## src/rtl/puf_eval_ctrl_pkg.sv

```systemverilog
// Shared definitions for the arbiter-PUF evaluation sequencer: state encoding and
// default challenge width / LFSR feedback mask shared with the arbiter top.
package puf_eval_ctrl_pkg;

    localparam int unsigned ChalWDefault = 64;
    localparam logic [63:0] LfsrTapsDefault = 64'hD800_0000_0000_0000;

    typedef enum logic [2:0] {
        StIdle   = 3'd0,
        StPrechg = 3'd1,
        StLaunch = 3'd2,
        StDecide = 3'd3,
        StDone   = 3'd4
    } puf_state_e;

endpackage

```

## src/rtl/puf_eval_ctrl_sync_2ff.sv

```systemverilog
// Two-flop synchronizer bringing the asynchronous arbiter output into the clk domain.
module puf_eval_ctrl_sync_2ff (
    input  logic clk_i,
    input  logic rst_ni,
    input  logic d_i,
    output logic q_o
);

    logic meta_q;
    logic sync_q;

    always_ff @(posedge clk_i or negedge rst_ni) begin
        if (!rst_ni) begin
            meta_q <= 1'b0;
            sync_q <= 1'b0;
        end else begin
            meta_q <= d_i;
            sync_q <= meta_q;
        end
    end

    assign q_o = sync_q;

endmodule

```

## src/rtl/puf_eval_ctrl.sv

```systemverilog
// Arbiter-PUF sequencer: precharge/launch races per challenge, majority-vote N_EVAL races
// into one response bit, step the challenge via Galois LFSR, and publish RESP_W bits.
module puf_eval_ctrl
    import puf_eval_ctrl_pkg::*;
#(
    parameter int unsigned          CHAL_W     = ChalWDefault,
    parameter int unsigned          RESP_W     = 8,
    parameter int unsigned          N_EVAL     = 5,
    parameter int unsigned          SETTLE_CYC = 4,
    parameter logic [CHAL_W-1:0]    LFSR_TAPS  = LfsrTapsDefault[CHAL_W-1:0]
) (
    input  logic                clk,
    input  logic                rst_n,
    input  logic                start,
    input  logic [CHAL_W-1:0]   seed,
    input  logic                arb_q,
    output logic [CHAL_W-1:0]   challenge,
    output logic                race_en,
    output logic                busy,
    output logic                done,
    output logic [RESP_W-1:0]   response
);

    localparam int unsigned CntW = $clog2(N_EVAL + 1);
    localparam int unsigned BitW = $clog2(RESP_W);
    localparam int unsigned TmrW = $clog2(SETTLE_CYC + 3);

    localparam logic [TmrW-1:0] PrechgLast = TmrW'(SETTLE_CYC - 1);
    localparam logic [TmrW-1:0] LaunchLast = TmrW'(SETTLE_CYC + 1);
    localparam logic [CntW-1:0] EvalLast   = CntW'(N_EVAL - 1);
    localparam logic [CntW-1:0] Majority   = CntW'(N_EVAL / 2);
    localparam logic [BitW-1:0] BitLast    = BitW'(RESP_W - 1);

    puf_state_e          state_q, state_d;
    logic [CHAL_W-1:0]   chal_q, chal_d;
    logic [TmrW-1:0]     tmr_q, tmr_d;
    logic [CntW-1:0]     eval_q, eval_d;
    logic [CntW-1:0]     ones_q, ones_d;
    logic [BitW-1:0]     bit_q, bit_d;
    logic [RESP_W-1:0]   resp_sr_q, resp_sr_d;
    logic [RESP_W-1:0]   response_q, response_d;
    logic                done_q, done_d;
    logic                arb_sync;

    puf_eval_ctrl_sync_2ff u_sync (
        .clk_i  (clk),
        .rst_ni (rst_n),
        .d_i    (arb_q),
        .q_o    (arb_sync)
    );

    always_comb begin
        state_d    = state_q;
        chal_d     = chal_q;
        tmr_d      = tmr_q;
        eval_d     = eval_q;
        ones_d     = ones_q;
        bit_d      = bit_q;
        resp_sr_d  = resp_sr_q;
        response_d = response_q;
        done_d     = 1'b0;

        unique case (state_q)
            StIdle: begin
                if (start) begin
                    // An all-zero seed would lock the LFSR at zero.
                    chal_d    = (seed == '0) ? CHAL_W'(1) : seed;
                    tmr_d     = '0;
                    eval_d    = '0;
                    ones_d    = '0;
                    bit_d     = '0;
                    resp_sr_d = '0;
                    state_d   = StPrechg;
                end
            end
            StPrechg: begin
                if (tmr_q == PrechgLast) begin
                    tmr_d   = '0;
                    state_d = StLaunch;
                end else begin
                    tmr_d = tmr_q + 1'b1;
                end
            end
            StLaunch: begin
                // Last cycle covers the race resolve plus the synchronizer delay.
                if (tmr_q == LaunchLast) begin
                    tmr_d  = '0;
                    ones_d = ones_q + CntW'(arb_sync);
                    if (eval_q == EvalLast) begin
                        eval_d  = '0;
                        state_d = StDecide;
                    end else begin
                        eval_d  = eval_q + 1'b1;
                        state_d = StPrechg;
                    end
                end else begin
                    tmr_d = tmr_q + 1'b1;
                end
            end
            StDecide: begin
                resp_sr_d = {resp_sr_q[RESP_W-2:0], (ones_q > Majority)};
                ones_d    = '0;
                chal_d    = (chal_q >> 1) ^ (chal_q[0] ? LFSR_TAPS : '0);
                if (bit_q == BitLast) begin
                    state_d = StDone;
                end else begin
                    bit_d   = bit_q + 1'b1;
                    state_d = StPrechg;
                end
            end
            StDone: begin
                response_d = resp_sr_q;
                done_d     = 1'b1;
                state_d    = StIdle;
            end
            default: state_d = StIdle;
        endcase
    end

    always_ff @(posedge clk or negedge rst_n) begin
        if (!rst_n) begin
            state_q    <= StIdle;
            chal_q     <= '0;
            tmr_q      <= '0;
            eval_q     <= '0;
            ones_q     <= '0;
            bit_q      <= '0;
            resp_sr_q  <= '0;
            response_q <= '0;
            done_q     <= 1'b0;
        end else begin
            state_q    <= state_d;
            chal_q     <= chal_d;
            tmr_q      <= tmr_d;
            eval_q     <= eval_d;
            ones_q     <= ones_d;
            bit_q      <= bit_d;
            resp_sr_q  <= resp_sr_d;
            response_q <= response_d;
            done_q     <= done_d;
        end
    end

    // Decoded from the async-reset state so race_en drops immediately on reset.
    assign race_en   = (state_q == StLaunch);
    assign busy      = (state_q != StIdle);
    assign done      = done_q;
    assign challenge = chal_q;
    assign response  = response_q;

endmodule

```

## config.mk

```make
export PLATFORM = sky130hd
export DESIGN_NAME = puf_eval_ctrl
export DESIGN_NICKNAME = d
export VERILOG_FILES = /design/src/rtl/puf_eval_ctrl_pkg.sv /design/src/rtl/puf_eval_ctrl_sync_2ff.sv /design/src/rtl/puf_eval_ctrl.sv
export SDC_FILE = /design/constraint.sdc
export NUM_CORES = 1
export LEC_CHECK = 0
export CORE_AREA = 8 8 111 113
export DETAILED_ROUTE_END_ITERATION = 12
export DIE_AREA = 0 0 119 121
export DONT_BUFFER_PORTS = 1
export GPL_TIMING_DRIVEN = 0
export PLACE_DENSITY = 0.73
export SYNTH_ARGS = -nofsm -noshare
export SYNTH_HDL_FRONTEND = slang
export SYNTH_SLANG_ARGS = --single-unit
```

## constraint.sdc

```tcl
create_clock -name clk -period 1.6 [get_ports clk]
set_input_delay 0.32 -clock clk [delete_from_list [all_inputs] [get_ports clk]]
set_output_delay 0.32 -clock clk [all_outputs]
set_load 0.02 [all_outputs]
```

==> results.ini <==
[status]
status = finished with violations
violations = negative hold slack, negative setup slack

[layout]
fin_nets = 637
area_delta_synth_final_pct = 27.5
nFillCells = 880
final_cells = 703
final_common_cell = nand2_1
diodes = 0
drive_above_1_share_pct = 24.9
final_cell_mix = nand2_1 (134), dfrtp_1 (94), a31oi_1 (57)

[clocking]
cts_hold_buffers = 1
cts.sinks = 98
worstSkewPairLatency_ns = 0.37
cts_made_buffers = 9
cts_root_buffer = clkbuf_8
h-tree-depth = 3
clk_pin_slew_ns = 0.10
cts_tree = built
clockBufferDepth = 2

[drt]
dr.pass1.iters = 5
drt_iter0_drc = 476
wl_met2_um = 7590
drt-met1-wl_um = 5830
ant_nets = 0
dr.max_layer_used = met4
wl_per_cell_um = 21.9
post_drt_via_cell_ratio = 5.98
remaining_drc_errors = 0
wirelength_um = 15400
wl_met3_um = 1560
via_count = 4204

[placed_design]
pre_cts_slack_ns = -0.435
gp_congestion = 0.875
dp_hpwl_um = 10400
portBuffers = 0
dp_cells = 658

[grt]
grt_pass1_vias = 4140
grt_antenna_before_repair = 0
overflow = 0
grtUsageTotal_pct = 20.1
grt_pass1_wl_um = 23100
grt_max_degree = 99

[yosys]
syn_nets = 597
synth_mux_area_share_pct = 2.42
synthCells = 518
yosys.area_share.simple_pct = 22.1
async_flop_share_pct = 100
synth-xor-area-share_pct = 0.565
synth_edf_count = 0
synth_cell_type_count = 42
ys_ff_latch = 98
ys_warn_count = 0
syn-cell-area_sq_um = 4650
avgSynthCellArea_sq_um = 8.97
synth_compound_area_share_pct = 15.0
ys.flop_type = dfrtp_1
synth_top_family_by_area = simple AND/OR/NAND/NOR gates
synth_fa_ha_area_share_pct = 2.96
yosysSeqAreaShare_pct = 52.8

[worst_setup_path]
cp.arrival_ns = 2.09
crit_type = flop to flop
critPathLaunch = state_q[1]
critPathMaxFanout = 7
critPathLaunchType = flop
reg2reg_depth = 7
crit_path_end_kind = flop
required_ns = 1.89
worstReg2RegStart = state_q[1]

[floorplanning]
chipWidth_um = 119
coreArea_sq_um = 10600
pin_count = 143
dieArea_sq_um = 14400
num_rows = 38
start_util_pct = 43.8
die_h_um = 121

[sta]
slew_headroom_pct = 59.4
setup_viol_count_final = 76
hold_violations = 98
fmax_ghz = 0.556
period_needed_ns = 1.80
worst_pin_slew_ns = 0.603
holdWs_ns = -0.371
rsz0062_at_grt = yes
fin_tns_setup_ns = -10.03
drv_slew = 0
finalClockSkew_ns = 0.0145
setup_ws_ns = -0.197
period_share_pct = 112

[pwr]
cellLeakagePower_nw = 2.38
ir_drop_mv = 0.447
intPower_mw = 3.77
clkPwrFrac_pct = 45.5
powerDensity_nw_per_um2 = 801
power_mw = 4.75
p_comb_share_pct = 1.8
switching_share_pct = 20.5
power_frac_seq_pct = 52.7
power.switching_mw = 0.973

[job]
cap_violations = 0

[min_path]
hp-class = input pin to asynchronous set/reset pin

-- sequential cells by signal, summed over array words and instances, names as in the netlist --
signal and cells:
challenge 64, done 1, bit_q 3, ones_q 3, tmr_q 3, u_sync.q_o 1, resp_sr_q 8, u_sync.meta_q 1
state_q 3, response 8, eval_q 3
-- kinds of logic after synthesis --
logic type / Yosys count
buffers and inverters: 45
muxes: 10
adders and majority gates: 11
AOI/OAI and AO/OA: 108
xor gates and xnor gates: 3
and+or+nand+nor: 243
DFF: 98
-- cells in the mapped netlist, types with 3 or more instances --
master,number,share of area [%]
nand4_1,5,0.67
clkbuf_1,15,1.2
a31oi_1,62,8.3
buf_1,3,0.24
o31ai_1,3,0.48
mux2_2,10,2.4
xnor2_1,3,0.57
ha_1,11,3.0
a22o_1,9,1.7
a21oi_1,10,1.1
dfrtp_1,98,53
nor4_1,16,2.2
o21ai_0,12,1.3
nor2_1,69,5.6
buf_2,16,1.7
nor3b_1,3,0.48
inv_1,9,0.73
nand2_1,135,11
-- routing by layer --
layer | vias to the layer above | GRT usage, %
met5 | - | 0
met4 | 0 | 6.56
met3 | 33 | 7.49
met2 | 205 | 33.5
met1 | 2081 | 23.5
li1 | 1885 | -
-- path summary, 6_finish.rpt --
path / endpoint / slack, ns
max in group asynchronous: state_q[1] / 1.82
max reg2reg: challenge[4] / -0.20
min: challenge[20] / -0.37
min in group clk: challenge[48] / 0.09
max: challenge[4] / -0.20
min reg2reg: u_sync.q_o / 0.36
-- through the flow --
stage / util [%] / instance area [sq um]
5_1_grt: 55.9 / 5930
3_3_place_gp: 45.6 / 4840
6_report: 55.9 / 5930
2_1_floorplan: - / 4660
4_1_cts: 52.0 / 5510
3_5_place_dp: 45.6 / 4840
-- worst max-delay path: stages (launching register included) --
cell and delay [ns]:
dfrtp_2 0.46, or3b_4 0.44, a21oi_4 0.21, buf_12 0.14, buf_12 0.13, clkbuf_16 0.16
nor2_2 0.04, a31oi_1 0.15
-- final cells by class --
class / count / area (sq um) / share of cell area, %
clock buffers: 10 / 138 / 2.32
plain buffers: 36 / 319 / 5.38
clock inverters: 6 / 136 / 2.30
repair buffers: 29 / 318 / 5.36
multi-input cells: 375 / 2350 / 39.6
flip-flops and latches: 98 / 2460 / 41.5
inverters: 9 / 33.8 / 0.570
well taps: 140 / 175 / 2.96
-- repair_timing --
action | CTS | global route
hold endpoints to repair | 99 | 98
pin swaps | 5 | 13
gates cloned | 7 | 2
setup buffers | 16 | 3
endpoints found under the setup margin | 88 | 90
resized for setup | 65 | 101
-- power groups by stage --
stage / logic (mW) / clock network (mW) / registers [mW]
floorplan: 0.0574 / 0 / 2.54
global placement: 0.0667 / 0 / 2.55
detailed placement: 0.0703 / 0 / 2.55
CTS: 0.0731 / 2.19 / 2.50
global route: 0.0954 / 2.26 / 2.50
finish: 0.0836 / 2.16 / 2.50
Power figures use the tool's default switching activity.
